**config.mk**
```make
export PLATFORM = sky130hd
export DESIGN_NAME = vfifo_mq_ctrl
export DESIGN_NICKNAME = d
export VERILOG_FILES = /design/src/rtl/vfifo_mq_ctrl_pkg.sv /design/src/rtl/vfifo_q_ptr.sv /design/src/rtl/vfifo_mq_ctrl.sv
export SDC_FILE = /design/constraint.sdc
export NUM_CORES = 1
export LEC_CHECK = 0
export CAP_MARGIN = 20
export CELL_PAD_IN_SITES_DETAIL_PLACEMENT = 0
export CELL_PAD_IN_SITES_GLOBAL_PLACEMENT = 2
export CORE_ASPECT_RATIO = 0.9
export CORE_MARGIN = 4
export CORE_UTILIZATION = 37
export CTS_BUF_LIST = sky130_fd_sc_hd__clkbuf_4
export DETAILED_ROUTE_END_ITERATION = 10
export GPL_TIMING_DRIVEN = 0
export HOLD_SLACK_MARGIN = 0.02
export PLACE_DENSITY = 0.88
export SYNTH_ARGS = -nofsm -noshare
export SYNTH_HDL_FRONTEND = slang
export SYNTH_SLANG_ARGS = --single-unit
```
**constraint.sdc**
```tcl
create_clock -name clk -period 4.01 [get_ports clk]
set_clock_uncertainty 0.2 [all_clocks]
set_input_delay 0.802 -clock clk [delete_from_list [all_inputs] [get_ports clk]]
set_output_delay 0.802 -clock clk [all_outputs]
set_load 0.01 [all_outputs]
```
**src/rtl/vfifo_mq_ctrl_pkg.sv**
```systemverilog
// Shared definitions for the multi-queue FIFO controller.
// Provides the log2 helper used to derive the queue-id and index widths.
package vfifo_mq_ctrl_pkg;

    // Ceiling log2, usable in constant expressions. Returns 0 for n <= 1.
    function automatic int clog2_f(input int n);
        int r;
        int v;
        r = 0;
        v = n - 1;
        while (v > 0) begin
            r++;
            v = v >> 1;
        end
        return r;
    endfunction

endpackage

```
**src/rtl/vfifo_q_ptr.sv**
```systemverilog
// One queue's read/write pointer pair with wrap bit and derived full/empty flags.
// The index outputs form the low bits of the RAM address inside the queue's partition.
module vfifo_q_ptr #(
    parameter int PW = 6
) (
    input  logic          clk,
    input  logic          rst,
    input  logic          inc_wr,
    input  logic          inc_rd,
    input  logic          clr,
    output logic [PW-1:0] wr_idx,
    output logic [PW-1:0] rd_idx,
    output logic          full,
    output logic          empty
);

    logic [PW:0] wr_ptr;
    logic [PW:0] rd_ptr;

    always_ff @(posedge clk or posedge rst) begin
        if (rst) begin
            wr_ptr <= '0;
            rd_ptr <= '0;
        end else if (clr) begin
            wr_ptr <= '0;
            rd_ptr <= '0;
        end else begin
            if (inc_wr) wr_ptr <= wr_ptr + (PW+1)'(1);
            if (inc_rd) rd_ptr <= rd_ptr + (PW+1)'(1);
        end
    end

    // Same index with opposite wrap bits means the writer is a full lap ahead.
    always_comb begin
        empty  = (wr_ptr == rd_ptr);
        full   = (wr_ptr[PW-1:0] == rd_ptr[PW-1:0]) && (wr_ptr[PW] != rd_ptr[PW]);
        wr_idx = wr_ptr[PW-1:0];
        rd_idx = rd_ptr[PW-1:0];
    end

endmodule

```
**src/rtl/vfifo_mq_ctrl.sv**
```systemverilog
// Multi-queue FIFO controller: partitions one dual-port RAM into NQ circular queues
// and arbitrates one push and one pop per cycle against per-queue pointers.
module vfifo_mq_ctrl
    import vfifo_mq_ctrl_pkg::*;
#(
    parameter  int DATA_WIDTH = 8,
    parameter  int ADDR_WIDTH = 8,
    parameter  int NQ         = 4,
    localparam int QW         = clog2_f(NQ),
    localparam int PW         = ADDR_WIDTH - QW
) (
    input  logic                  clk,
    input  logic                  rst,
    input  logic                  push,
    input  logic [QW-1:0]         push_q,
    input  logic [DATA_WIDTH-1:0] push_data,
    output logic                  push_ack,
    input  logic                  pop,
    input  logic [QW-1:0]         pop_q,
    output logic                  pop_ack,
    output logic                  pop_valid,
    output logic [DATA_WIDTH-1:0] pop_data,
    input  logic [NQ-1:0]         flush,
    output logic [NQ-1:0]         full,
    output logic [NQ-1:0]         empty,
    output logic [DATA_WIDTH-1:0] ram_d_a,
    output logic [ADDR_WIDTH-1:0] ram_adr_a,
    output logic                  ram_we_a,
    output logic [ADDR_WIDTH-1:0] ram_adr_b,
    input  logic [DATA_WIDTH-1:0] ram_q_b
);

    logic [NQ-1:0] inc_wr;
    logic [NQ-1:0] inc_rd;
    logic [PW-1:0] wr_idx [NQ];
    logic [PW-1:0] rd_idx [NQ];

    for (genvar i = 0; i < NQ; i++) begin : g_q
        assign inc_wr[i] = push_ack && (push_q == QW'(i));
        assign inc_rd[i] = pop_ack && (pop_q == QW'(i));

        vfifo_q_ptr #(
            .PW (PW)
        ) u_ptr (
            .clk    (clk),
            .rst    (rst),
            .inc_wr (inc_wr[i]),
            .inc_rd (inc_rd[i]),
            .clr    (flush[i]),
            .wr_idx (wr_idx[i]),
            .rd_idx (rd_idx[i]),
            .full   (full[i]),
            .empty  (empty[i])
        );
    end

    // Acks look only at pre-edge flags, so a same-cycle push never rescues a pop
    // from an empty queue and the RAM never reads and writes one address together.
    always_comb begin
        push_ack  = push && !full[push_q] && !flush[push_q];
        pop_ack   = pop && !empty[pop_q] && !flush[pop_q];
        ram_we_a  = push_ack;
        ram_d_a   = push_data;
        ram_adr_a = {push_q, wr_idx[push_q]};
        ram_adr_b = {pop_q, rd_idx[pop_q]};
        pop_data  = ram_q_b;
    end

    always_ff @(posedge clk or posedge rst) begin
        if (rst) pop_valid <= 1'b0;
        else     pop_valid <= pop_ack;
    end

endmodule

```
==> Word-level counts from Yosys, hierarchy flattened <==
Cells that the tools add are included.
{ "totals": {"regBits": 57, "out_inout_bits": 44} }
{ "op_classes": {"n_addsub": 8, "magnitude_cmp": 4, "eq_ne": 18, "muxes": 30, "bitwise_logic": 2, "reduce_logical": 30} }
{ "op_table": {"columns": ["cell", "n"], "rows": [
  ["2-to-1 mux 7 bit", 16],
  ["adder 7 x 1 -> 7 bit, second input constant", 8],
  ["equality test 7 bit", 4],
  ["binary-select mux 6 bit (select 2 bit)", 2],
  ["equality test 6 bit", 4],
  ["2-to-1 mux 6 bit", 4],
  ["logical AND 1 bit", 16],
  ["nonzero test 2 bit", 8],
  ["binary-select mux 1 bit (select 2 bit)", 4],
  ["equality test 2 bit, second input constant", 4],
  [">= comparator 3 bit, second input constant", 2],
  ["less-than comparator 2 x 3 -> 1 bit, second input constant", 2],
  ["NOT 2 -> 3 bit", 2],
  ["equality test 2 x 1 -> 1 bit, second input constant", 2],
  ["zero test 1 bit", 4],
  ["zero test 2 bit", 2],
  ["2-to-1 mux 1 bit", 4],
  ["!= test 1 bit", 4]
]} }

==> Logic depth before layout (Yosys ltp) <==
{ "depth": {"depth_word": 10, "depth_mapped": 7, "ltp_nobuf": 6} }

==> Hierarchy <==
Synthesis repeated with hierarchy kept, for this count alone.
{ "unflattened": {"hier_cells": 410, "hier_area_um2": 3926.3} }
{ "by_module_without_submodules": {"columns": ["mod", "n_inst", "cells_each", "area_each_um2", "seq_area_each_um2"], "rows": [
  ["vfifo_q_ptr", 4, 86, 810.8, 350.3],
  ["vfifo_mq_ctrl", 1, 66, 683.2, 25.0]
]} }

==> Least setup slack after synthesis <==
No wires, ideal clock.
{ "synth_timing": {"path_type": "input port to output port", "start": "input push_q[0]", "end": "output ram_we_a", "arrival_time_ns": 1.999, "path_slack_ns": 1.009, "stages": 6, "path_buffers": 2, "cell_sequence": "buf_2 -> nor2_1 -> a21oi_1 -> o2111ai_1 -> a211oi_1 -> buf_4"} }
{ "synth_between": {"elab_chain_len": 5, "word_cells_on_any_way": 8, "classes_between": "4 x mux; 4 x reduce/logical"} }
{ "synth_rtl": {"columns": ["item", "line", "rtl"], "rows": [
  ["from (decl)", "vfifo_mq_ctrl.sv:15", "input logic [QW-1:0] push_q,"],
  ["binary-select mux 1 bit (select 2 bit)", "vfifo_mq_ctrl.sv:60", "push_ack = push && !full[push_q] && !flush[push_q];"],
  ["2-to-1 mux 1 bit (not written as such)", "vfifo_mq_ctrl.sv:60", null],
  ["zero test 1 bit", "vfifo_mq_ctrl.sv:60", null],
  ["logical AND 1 bit", "vfifo_mq_ctrl.sv:60", null],
  ["logical AND 1 bit (*)", "vfifo_mq_ctrl.sv:60", null],
  ["to (decl)", "vfifo_mq_ctrl.sv:28", "output logic ram_we_a,"]
]} }
Every way passes the cells marked *; elsewhere a longest branch is shown, timed or not. The select of a mux whose other input is x is not followed.

==> Final worst setup path <==
{ "layout_timing": {"start": "input push_q[1]", "end": "output ram_we_a"} }
The elaborated chain is that of the path after synthesis.

==> metrics.txt <==
# TYPE chip_impl_metric gauge
chip_impl_info{name="status",value="complete, no violations"} 1
chip_impl_metric{name="num-nets-final",unit=""} 514
chip_impl_metric{name="die_w",unit="um"} 118.2
chip_impl_metric{name="slew_headroom",unit=""} 0.5844
chip_impl_metric{name="initial_antenna_violation_count",unit=""} 0
chip_impl_metric{name="synth.net_count",unit=""} 446
chip_impl_metric{name="multi_input_area",unit="um2"} 2315
chip_impl_metric{name="regToRegSetupSlack",unit="ns"} 1.79
chip_impl_metric{name="detailed_place.area",unit="um2"} 4757
chip_impl_metric{name="slew_viol_final",unit=""} 0
chip_impl_metric{name="yosysWarningCount",unit=""} 0
chip_impl_info{name="grt_setup_unrepaired",value="yes"} 1
chip_impl_metric{name="worst_hold_margin",unit="ns"} 0.3360
chip_impl_metric{name="routabilityCongestion",unit=""} 0.8310
chip_impl_metric{name="p_total",unit="mW"} 1.077
chip_impl_metric{name="fp-row-count",unit=""} 35
chip_impl_metric{name="worstPathArrival",unit="ns"} 2.94
chip_impl_metric{name="grt_max_degree",unit=""} 41
chip_impl_metric{name="cts-buffers-inserted",unit=""} 9
chip_impl_info{name="ctsRootBufferMaster",value="clkbuf_4"} 1
chip_impl_info{name="synthFlopType",value="dfrtp_1"} 1
chip_impl_metric{name="synthesis.area_per_instance",unit="um2"} 9.866
chip_impl_metric{name="worst_margin_slew",unit="ns"} 0.6186
chip_impl_metric{name="die_h",unit="um"} 107.2
chip_impl_metric{name="gr-usage-all-layers",unit=""} 0.1851
chip_impl_metric{name="setup-violations-final",unit=""} 0
chip_impl_metric{name="max_freq",unit="GHz"} 0.2540
chip_impl_metric{name="drt_first_iter_violations",unit=""} 190
chip_impl_metric{name="finalHoldViolCount",unit=""} 0
chip_impl_metric{name="post-place-ws",unit="ns"} -0.1969
chip_impl_metric{name="route.detailed.drc",unit=""} 0
chip_impl_metric{name="power_leakage",unit="nW"} 2.204
chip_impl_metric{name="grt_first_pass_wirelength",unit="um"} 18490
chip_impl_info{name="path_cells",value="clkdlybuf4s50_1, buf_4, nor2_1, a21oi_1, o2111ai_1, a211oi_2, buf_4, clkdlybuf4s50_1"} 1
chip_impl_info{name="layout.cells.most_common",value="dfrtp_1"} 1
chip_impl_metric{name="layout_area_growth_over_synthesis",unit="%"} 21.03
chip_impl_info{name="tritoncts",value="yes"} 1
chip_impl_metric{name="sw_frac_of_total",unit=""} 0.2712
chip_impl_metric{name="cellInternalPower",unit="mW"} 0.7846
chip_impl_metric{name="register_area",unit="um2"} 1426
chip_impl_metric{name="first_global_vias",unit=""} 3402
chip_impl_metric{name="route.detailed.vias_per_inst",unit=""} 5.517
chip_impl_info{name="crit_slowest_cell",value="clkdlybuf4s50_1"} 1
chip_impl_metric{name="detail-route-antenna-nets",unit=""} 0
chip_impl_metric{name="synth_cell_types",unit=""} 58
chip_impl_metric{name="routed_wl",unit="um"} 11140
chip_impl_info{name="crit_type",value="in2out"} 1
chip_impl_metric{name="slowest_delay",unit="ns"} 0.55
chip_impl_metric{name="cts_hold_buffers",unit=""} 0
chip_impl_metric{name="count_of_flip_flops_with_a_built_in_enable_after_synthesis",unit=""} 0
chip_impl_metric{name="htreeDepth",unit=""} 3
chip_impl_metric{name="worstPathMaxFanout",unit=""} 10
chip_impl_metric{name="core",unit="um2"} 10470
chip_impl_metric{name="finalWorstPathRequiredPeriod",unit="ns"} 3.937
chip_impl_metric{name="design.die.area",unit="um2"} 12670
chip_impl_metric{name="asyncSetResetFlopFracSynth",unit=""} 1.000
chip_impl_metric{name="power.clock.fraction",unit=""} 0.311
chip_impl_metric{name="detailed_route_via_count",unit=""} 3360
chip_impl_metric{name="synth_area",unit="um2"} 4045
chip_impl_metric{name="top_level_ports",unit=""} 72
chip_impl_metric{name="ys_seq_area_frac",unit=""} 0.3526
chip_impl_info{name="critical_path.endpoint_type",value="primary output"} 1
chip_impl_metric{name="insertion_delay",unit="ns"} 0.42
chip_impl_metric{name="detailed_place_hpwl",unit="um"} 8394
chip_impl_metric{name="drt-pass1-iter-count",unit=""} 4
chip_impl_metric{name="antennaDiodeCount",unit=""} 0
chip_impl_metric{name="synth_seq_cells",unit=""} 57
chip_impl_info{name="crit_path_start_kind",value="primary input"} 1
chip_impl_metric{name="starting_utilization_of_the_core_area",unit=""} 0.3865
chip_impl_metric{name="final_cell_area",unit="um2"} 4896
chip_impl_metric{name="path_clk_slew",unit="ns"} 0.08
chip_impl_metric{name="final_critical_path_setup_slack",unit="ns"} 0.07299
chip_impl_metric{name="worstPathRequired",unit="ns"} 3.01
chip_impl_metric{name="power.switching",unit="mW"} 0.2920
chip_impl_metric{name="final_core_utilization",unit=""} 0.4678
chip_impl_info{name="final_cell_mix",value="dfrtp_1, clkdlybuf4s50_1, nor2_1, buf_4, nand2_1"} 1
chip_impl_metric{name="io_buffers",unit=""} 53
chip_impl_metric{name="post-route-period-util",unit=""} 0.9818
chip_impl_metric{name="share_seq_of_total_power",unit=""} 0.541
chip_impl_metric{name="power.density_cell_area",unit="nW/um2"} 219.9
chip_impl_metric{name="clock_sink_count",unit=""} 57
chip_impl_metric{name="power_frac_comb",unit=""} 0.148
chip_impl_metric{name="fill_cells",unit=""} 1026
chip_impl_metric{name="overflow",unit=""} 0
chip_impl_metric{name="irDropWorstVdd",unit="mV"} 0.1907
chip_impl_metric{name="drive_above_1_share",unit=""} 0.1750
chip_impl_metric{name="drv.max_cap_violation_count",unit=""} 0
chip_impl_metric{name="cts_buffer_depth",unit=""} 2
chip_impl_metric{name="syn_inst",unit=""} 410
chip_impl_info{name="hp-class",value="reg2reg"} 1
chip_impl_metric{name="wl_per_cell",unit="um"} 18.29
[layer usage]
metal / vias up / global-route usage / wire [um]
met5: - / 0 / 0
met4: 0 / 0.04770 / 155
met3: 12 / 0.04167 / 545
met2: 84 / 0.2880 / 5119
met1: 1660 / 0.2609 / 5319
li1: 1604 / - / -
[cell type report]
cell class                 count  area share
tap                          129     0.03297
clock buffer                  11     0.01687
clock inverter                 2    0.001789
sequential                    57      0.2913
inverter                      12    0.009200
timing repair buffer          57      0.1176
buffer                        41     0.05750
multi-input combinational    300      0.4728
[cell families after synthesis]
logic type | synth area share
muxes | 0.1308
DFF | 0.3526
and+or+nand+nor | 0.2100
buffers and inverters | 0.07795
xor gates and xnor gates | 0.09682
adders and majority gates | 0.02475
AOI/OAI and AO/OA | 0.1070
[final timing paths]
check,start,to,cells past startpoint
setup / recovery,push_q[1],ram_we_a,8
hold / removal,g_q[3].u_ptr.wr_ptr[6]$_DFFE_PP0P_,g_q[3].u_ptr.wr_ptr[6]$_DFFE_PP0P_,1
setup reg to reg,g_q[3].u_ptr.wr_ptr[4]$_DFFE_PP0P_,g_q[3].u_ptr.wr_ptr[4]$_DFFE_PP0P_,5
hold reg to reg,g_q[3].u_ptr.wr_ptr[6]$_DFFE_PP0P_,g_q[3].u_ptr.wr_ptr[6]$_DFFE_PP0P_,1
max in group asynchronous,rst,g_q[0].u_ptr.rd_ptr[4]$_DFFE_PP0P_,3
min in group asynchronous,rst,g_q[1].u_ptr.rd_ptr[6]$_DFFE_PP0P_,2
[power groups by stage]
stage               Combinational (mW)  Clock [mW]  Sequential, mW
global placement                 0.154           0           0.594
finish                           0.159       0.335           0.583
CTS                              0.161       0.345           0.583
floorplan                       0.0888           0           0.592
global route                     0.175       0.374           0.584
detailed placement               0.159           0           0.594
[synthesized netlist by cell type (4+ instances only)]
library cell / n / area, um2
a21oi_1: 16 / 80.08
and2_1: 4 / 25.02
and3_1: 5 / 31.28
buf_2: 6 / 30.03
buf_4: 29 / 217.7
clkbuf_1: 6 / 22.52
dfrtp_1: 57 / 1426
ha_1: 8 / 100.1
inv_1: 11 / 41.29
mux2i_1: 21 / 210.2
mux4_2: 11 / 247.7
nand2_1: 26 / 97.59
nand2b_1: 7 / 43.79
nand3_1: 13 / 65.06
nand4_1: 18 / 112.6
nor2_1: 36 / 135.1
nor2b_1: 8 / 50.05
nor3_1: 4 / 20.02
o21ai_0: 11 / 55.05
o21ai_1: 4 / 20.02
o31ai_1: 5 / 37.54
or3_1: 10 / 62.56
xnor2_1: 24 / 210.2
xor2_1: 17 / 148.9
[repair_timing]
action / 4_1_cts / 5_1_grt
endpoints found under the setup margin: 3 / 3
buffers inserted: 0 / 3
pin swaps: 0 / 1
resized for setup: 4 / 5
[state kept, by name, summed over array words and instances (netlist names)]
| name | flops |
|---|---|
| g_q.u_ptr.rd_ptr | 28 |
| pop_valid | 1 |
| g_q.u_ptr.wr_ptr | 28 |
[metrics by stage]
step / instances / setup TNS, ns
after global placement: 592 / -0.3277
after CTS: 606 / 0
after floorplan: 410 / 0
final: 609 / 0
after detailed placement: 593 / -0.3332
after global routing: 609 / -0.02244
[critical path, delay by kind of cell]
family | cells | cell delay [ns]
AO/OA/AOI/OAI | 3 | 0.57
AND/OR/NAND/NOR | 1 | 0.11
buffers and inverters | 4 | 1.44
Power figures use the tool's default switching activity.
